===== config.mk =====
export PLATFORM = sky130hd
export DESIGN_NAME = cpu_axi_master
export DESIGN_NICKNAME = d
export VERILOG_FILES = /design/src/rtl/cpu_axi_master.sv
export SDC_FILE = /design/constraint.sdc
export NUM_CORES = 1
export LEC_CHECK = 0
export BUFFER_PORTS_ARGS = -buffer_cell sky130_fd_sc_hd__buf_2
export CAP_MARGIN = 10
export CORE_AREA = 4 4 110 112
export CTS_BUF_LIST = sky130_fd_sc_hd__clkbuf_8
export DETAILED_ROUTE_END_ITERATION = 10
export DIE_AREA = 0 0 114 116
export MAX_ROUTING_LAYER = met4
export PLACE_DENSITY = 0.78
export SLEW_MARGIN = 20
export SYNTH_ARGS = -nofsm -noshare
export SYNTH_HDL_FRONTEND = slang
export SYNTH_SLANG_ARGS = --single-unit

===== constraint.sdc =====
create_clock -name clk -period 5.95 [get_ports clk]
set_clock_uncertainty 0.1 [all_clocks]
set_input_delay 1.4875 -clock clk [delete_from_list [all_inputs] [get_ports clk]]
set_output_delay 1.4875 -clock clk [all_outputs]
set_load 0.05 [all_outputs]

===== src/rtl/cpu_axi_master.sv =====
// cpu_axi_master: bridges a simple single-access core port (req/we/addr/
// wdata/wstrb -> stall/done/rdata) onto an AXI master with single-beat,
// 32-bit, INCR transactions. One access is in flight at a time.
//
// Optional build macro CPU_AXI_RESP_ERR_EN adds a sticky 'err' output that
// records any non-OKAY RRESP/BRESP on a completing beat.
//
// Handshake rule on every AXI channel: a transfer happens on a rising clk edge
// where VALID and READY are both 1. Once this master raises a VALID it keeps it
// high, with the payload stable, until that edge; it never waits for READY
// before raising VALID. The READY outputs (RREADY, BREADY) are raised only in
// the state that expects the matching response.
module cpu_axi_master #(
   parameter logic [3:0] MASTER_ID = 4'd0
) (
   input  logic        clk,
   input  logic        rst,
   // core side
   input  logic        req,
   input  logic        we,
   input  logic [31:0] addr,
   input  logic [31:0] wdata,
   input  logic [3:0]  wstrb,
   output logic        stall,
   output logic        done,
   output logic [31:0] rdata,
   output logic [2:0]  dbg_state,
   // read address channel
   output logic [3:0]  ARID,
   output logic [31:0] ARADDR,
   output logic [3:0]  ARLEN,
   output logic [2:0]  ARSIZE,
   output logic [1:0]  ARBURST,
   output logic        ARVALID,
   input  logic        ARREADY,
   // read data channel
   input  logic [3:0]  RID,
   input  logic [31:0] RDATA,
   input  logic [1:0]  RRESP,
   input  logic        RLAST,
   input  logic        RVALID,
   output logic        RREADY,
   // write address channel
   output logic [3:0]  AWID,
   output logic [31:0] AWADDR,
   output logic [3:0]  AWLEN,
   output logic [2:0]  AWSIZE,
   output logic [1:0]  AWBURST,
   output logic        AWVALID,
   input  logic        AWREADY,
   // write data channel
   output logic [31:0] WDATA,
   output logic [3:0]  WSTRB,
   output logic        WLAST,
   output logic        WVALID,
   input  logic        WREADY,
   // write response channel
   input  logic [3:0]  BID,
   input  logic [1:0]  BRESP,
   input  logic        BVALID,
   output logic        BREADY
`ifdef CPU_AXI_RESP_ERR_EN
   ,
   output logic        err
`endif
);

   typedef enum logic [2:0] {
      ST_IDLE  = 3'd0,
      ST_RADDR = 3'd1,
      ST_RDATA = 3'd2,
      ST_WADDR = 3'd3,
      ST_WDATA = 3'd4,
      ST_WRESP = 3'd5
   } state_t;

   state_t      state_q;
   state_t      state_d;
   logic [31:2] addr_q;
   logic [31:0] wdata_q;
   logic [3:0]  wstrb_q;
   logic        accept;
   logic        complete;

   // State register
   always_ff @(posedge clk or posedge rst) begin
      if (rst) state_q <= ST_IDLE;
      else     state_q <= state_d;
   end

   // Next-state and channel-control decode. A req seen during the done cycle
   // is the request that just finished, so IDLE accepts only once done is low.
   always_comb begin
      state_d  = state_q;
      accept   = 1'b0;
      complete = 1'b0;
      ARVALID  = 1'b0;
      RREADY   = 1'b0;
      AWVALID  = 1'b0;
      WVALID   = 1'b0;
      WLAST    = 1'b0;
      BREADY   = 1'b0;
      case (state_q)
         ST_IDLE: begin
            if (req && !done) begin
               accept  = 1'b1;
               state_d = we ? ST_WADDR : ST_RADDR;
            end
         end
         ST_RADDR: begin
            ARVALID = 1'b1;
            if (ARREADY) state_d = ST_RDATA;
         end
         ST_RDATA: begin
            RREADY = 1'b1;
            // beats without RLAST are taken and dropped
            if (RVALID && RLAST) begin
               complete = 1'b1;
               state_d  = ST_IDLE;
            end
         end
         ST_WADDR: begin
            AWVALID = 1'b1;
            if (AWREADY) state_d = ST_WDATA;
         end
         ST_WDATA: begin
            WVALID = 1'b1;
            WLAST  = 1'b1;
            if (WREADY) state_d = ST_WRESP;
         end
         ST_WRESP: begin
            BREADY = 1'b1;
            if (BVALID) begin
               complete = 1'b1;
               state_d  = ST_IDLE;
            end
         end
         default: state_d = ST_IDLE;
      endcase
   end

   // Capture the core request when it is accepted; later core changes are ignored
   always_ff @(posedge clk or posedge rst) begin
      if (rst) begin
         addr_q  <= '0;
         wdata_q <= '0;
         wstrb_q <= '0;
      end else if (accept) begin
         addr_q  <= addr[31:2];
         wdata_q <= wdata;
         wstrb_q <= wstrb;
      end
   end

   // Completion pulse and read-data register (rdata holds until the next read completes)
   always_ff @(posedge clk or posedge rst) begin
      if (rst) begin
         done  <= 1'b0;
         rdata <= '0;
      end else begin
         done <= complete;
         if (complete && (state_q == ST_RDATA)) rdata <= RDATA;
      end
   end

`ifdef CPU_AXI_RESP_ERR_EN
   // Sticky error flag: any non-OKAY response on a completing beat, cleared only by rst
   always_ff @(posedge clk or posedge rst) begin
      if (rst) begin
         err <= 1'b0;
      end else if (complete) begin
         if ((state_q == ST_RDATA && RRESP != 2'b00) ||
             (state_q == ST_WRESP && BRESP != 2'b00))
            err <= 1'b1;
      end
   end

   logic unused_ids;
   assign unused_ids = ^{RID, BID};
`else
   logic unused_ids;
   assign unused_ids = ^{RID, BID, RRESP, BRESP};
`endif

   // Core sees stall while busy or requesting, but never during the done cycle
   assign stall     = ((state_q != ST_IDLE) | req) & ~done;
   assign dbg_state = state_q;

   // Fixed single-beat word transfers, word-aligned address
   assign ARID    = MASTER_ID;
   assign ARADDR  = {addr_q, 2'b00};
   assign ARLEN   = 4'd0;
   assign ARSIZE  = 3'b010;
   assign ARBURST = 2'b01;

   assign AWID    = MASTER_ID;
   assign AWADDR  = {addr_q, 2'b00};
   assign AWLEN   = 4'd0;
   assign AWSIZE  = 3'b010;
   assign AWBURST = 2'b01;

   assign WDATA   = wdata_q;
   assign WSTRB   = wstrb_q;

endmodule


-- Word level (Yosys, flattened, before mapping)
Index checks and enable logic that the tools add are counted.
W data, S select, Z words.
- register bits: 102
- output and inout bits: 169
- eq/ne operators: 11
- muxes and demuxes: 18
- bitwise gates (word level): 3
- reductions and logical operators: 7
- operators by type and width (kind ; number):
    $mux W3 ; 6
    $pmux W3 S6 ; 1
    $ne A2 B2 Y1 const B ; 6
    $mux W1 ; 9
    $eq A3 B2 Y1 const B ; 2
    $eq A3 B3 Y1 const B ; 2
    $reduce_and A6 Y1 ; 1
    $eq A3 B1 Y1 const B ; 1
    $logic_and A1 B1 Y1 ; 3
    $logic_not A3 Y1 ; 1
    $reduce_bool A3 Y1 ; 1
    $mux W2 ; 1
    $pmux W1 S2 ; 1
    $and A1 B1 Y1 ; 1
    $logic_not A1 Y1 ; 1
    $not A1 Y1 ; 1
    $or A1 B1 Y1 ; 1

-- Logic depth before layout (Yosys ltp)
- depth in word-level cells: 4
- mapped depth: 6
- gate-level depth less buffers: 3

-- Least setup slack after synthesis
OpenSTA, ideal clock, no wires.
- path kind: in2out
- start point: in req
- end point: out stall
- arrival time: 2.278 ns
- slack: 2.085 ns
- stages: 2
- path buffers: 0
- path through: inv_1 > a21oi_1
- cells in the longest elaborated chain, start to end: 2
- RTL lines (element ; line ; text):
    from (decl) ; 19 ; input logic req,
    $or A1 B1 Y1 ; 186 ; assign stall = ((state_q != ST_IDLE) | req) & ~done;
    $and A1 B1 Y1 ; 186 ;
    to (decl) ; 24 ; output logic stall,
Every way passes these cells.

-- Worst setup path after layout
Same ends and word-level chain as after synthesis.

==> impl_metrics.yaml <==
global_routing:
  grt_pass1_vias: 3085
  grt_pass1_wl_um: 15100
  use_met1_pct: 17.5
  busiest_layer: "met2"
  antenna_found_initial: 0
  met3_usage_pct: 3.08
  overflow: 0
  grt_max_degree: 59
  met2_usage_pct: 26.3
  grtUsageTotal_pct: 15.0
layout:
  final_common_cell: "buf_2"
  fin_area_um2: 5800
  final_cell_mix: "buf_2 (246), dfrtp_1 (102), mux2_2 (54), mux2_4 (40), conb_1 (30)"
  fillers: 968
  drive_gt1_share_pct: 68.9
  syn_to_final_growth_pct: 27.0
  nets: 644
  antenna_cells_inserted: 0
die:
  dieWidth_um: 114
  chipHeight_um: 116
  dieArea_um2: 13200
  start_util_pct: 40.7
  pin_count: 291
  row_count: 39
  core_um2: 11200
logic_synthesis:
  synthMuxAreaShare_pct: 27.9
  ys.warnings.count: 0
  synth_compound_area_share_pct: 1.34
  synth_top_family_by_area: "multiplexers"
  synth_cells: 306
  synthXorXnorAreaFrac_pct: 0
  ys_seq_area_share_pct: 55.9
  syn_area_per_cell_um2: 14.9
  ys_ff_latch: 102
  yosys.area_share.adder_pct: 0
  synth_area_um2: 4570
  synth_cell_types: 25
  synth_simple_gate_area_share_pct: 2.22
worst_setup_path:
  critPathArrivalTime_ns: 2.03
  setup.worst_path.class: "primary input to primary output"
  reg2regPathDepth: 4
  end_kind: "primary output"
  cp-start-kind: "primary input"
  crit-reg2reg-launch: "dbg_state[0]"
  ff2ff_setup_slack_ns: 3.98
  critPathMaxFanout: 2
  critPathRequiredTime_ns: 4.36
  r2r-end: "addr_q[28]"
timing:
  worstMarginPinSlew_ns: 0.704
  slew_headroom_pct: 53.1
  fin_ws_ns: 2.33
  hold_violations: 0
  rsz0062_at_grt: "false"
  max_freq_mhz: 276
  fin_crit_sh_pct: 60.8
  whs_ns: 0.390
  drv_slew: 0
  setup_viol: 0
  fin_setup_tns_ns: 0
  min_period_ns: 3.62
cts:
  cts_resized: 0
  cts_buffers: 9
  clock-sinks: 102
  hold_buffers: 0
  clk_latency_ns: 0.35
  htreeDepth: 3
  path_clk_slew_ns: 0.10
  cts_tree: "built"
  postCtsSetupBuffers: 0
  cts-root-buf: "clkbuf_8"
  clockBufferDepth: 2
hold_path:
  worstHoldPathType: "register to register"
  hold_path_end: "rdata[12]"
  hold_path_startpoint: "rdata[12]"
  min_path_cells: 1
placed_design:
  place_ws_ns: 2.35
  gp_congestion: 0.753
  dp_hpwl_um: 8010
  placed_area_um2: 5560
  placement.io_buffers: 246
detailed_routing:
  drc: 0
  wl_per_cell_um: 15.2
  vias: 2959
  firstDrtPassIters: 4
  ant_nets: 0
  drt-total-wl_um: 10200
  viasPerCell: 4.42
  drt_iter0_markers: 60
outcome:
  outcome: "finished clean"
job:
  drv_cap: 0
==> worst max path at each step <==
stage | start | cells past startpoint | slack [ns] | to
CTS | req | 4 | 2.34 | stall
global placement | req | 4 | 2.34 | stall
detailed placement | req | 4 | 2.35 | stall
finish | req | 4 | 2.33 | stall
global route | req | 4 | 2.26 | stall
floorplan | rst | 1 | 1.69 | WDATA[0]
==> Yosys cell counts, drive strengths merged <==
library cell	number	share of area [%]
nor3	2	0.58
nand3b	1	0.16
inv	4	0.33
nand3	1	0.11
o21ai	1	0.11
and3	1	0.14
o31a	1	0.19
buf	73	12
o22ai	2	0.27
nand2b	3	0.58
conb	2	0.16
a21o	2	0.33
nor3b	1	0.16
mux2	99	28
nand2	2	0.16
a21oi	4	0.44
nor2	4	0.33
mux2i	1	0.22
dfrtp	102	56
==> cell type report <==
cell class	instances	area, um2	area share (%)
sequential	102	2550	44.0
clock inverter	7	114	1.96
timing repair buffer	250	1260	21.8
clock buffer	9	124	2.14
inverter	4	17.5	0.302
multi-input combinational	155	1550	26.7
tap	143	179	3.09
==> metrics by stage <==
stage	utilization [%]	instances
after global placement	49.5	654
after floorplan	-	334
after global routing	51.7	670
after detailed placement	49.5	654
after CTS	51.7	670
final	51.7	670
==> metal layers <==
| metal | routed length [um] | up-vias |
|---|---|---|
| li1 | - | 1378 |
| met1 | 3880 | 1422 |
| met2 | 5360 | 152 |
| met3 | 837 | 7 |
| met4 | 102 | 0 |
| met5 | 0 | - |
==> flip-flops by register name (all words and copies together) (netlist names) <==
register	count
WDATA	32
WSTRB	4
addr_q	30
dbg_state	3
done	1
rdata	32
==> cells by family after synthesis <==
| kind of cell | Yosys count |
|---|---|
| AO/OA/AOI/OAI | 10 |
| AND/OR/NAND/NOR | 15 |
| buffers and inverters | 77 |
| multiplexers | 100 |
| flip-flops | 102 |
| other | 2 |
==> worst max-delay path, cell delays in order <==
cell     delay, ns
buf_2         0.10
inv_1         0.05
a21oi_1       0.12
buf_2         0.28
Power is left out: the tool's default activity adds up to more than one toggle a clock period on the data nets, which glitch-free logic cannot reach.
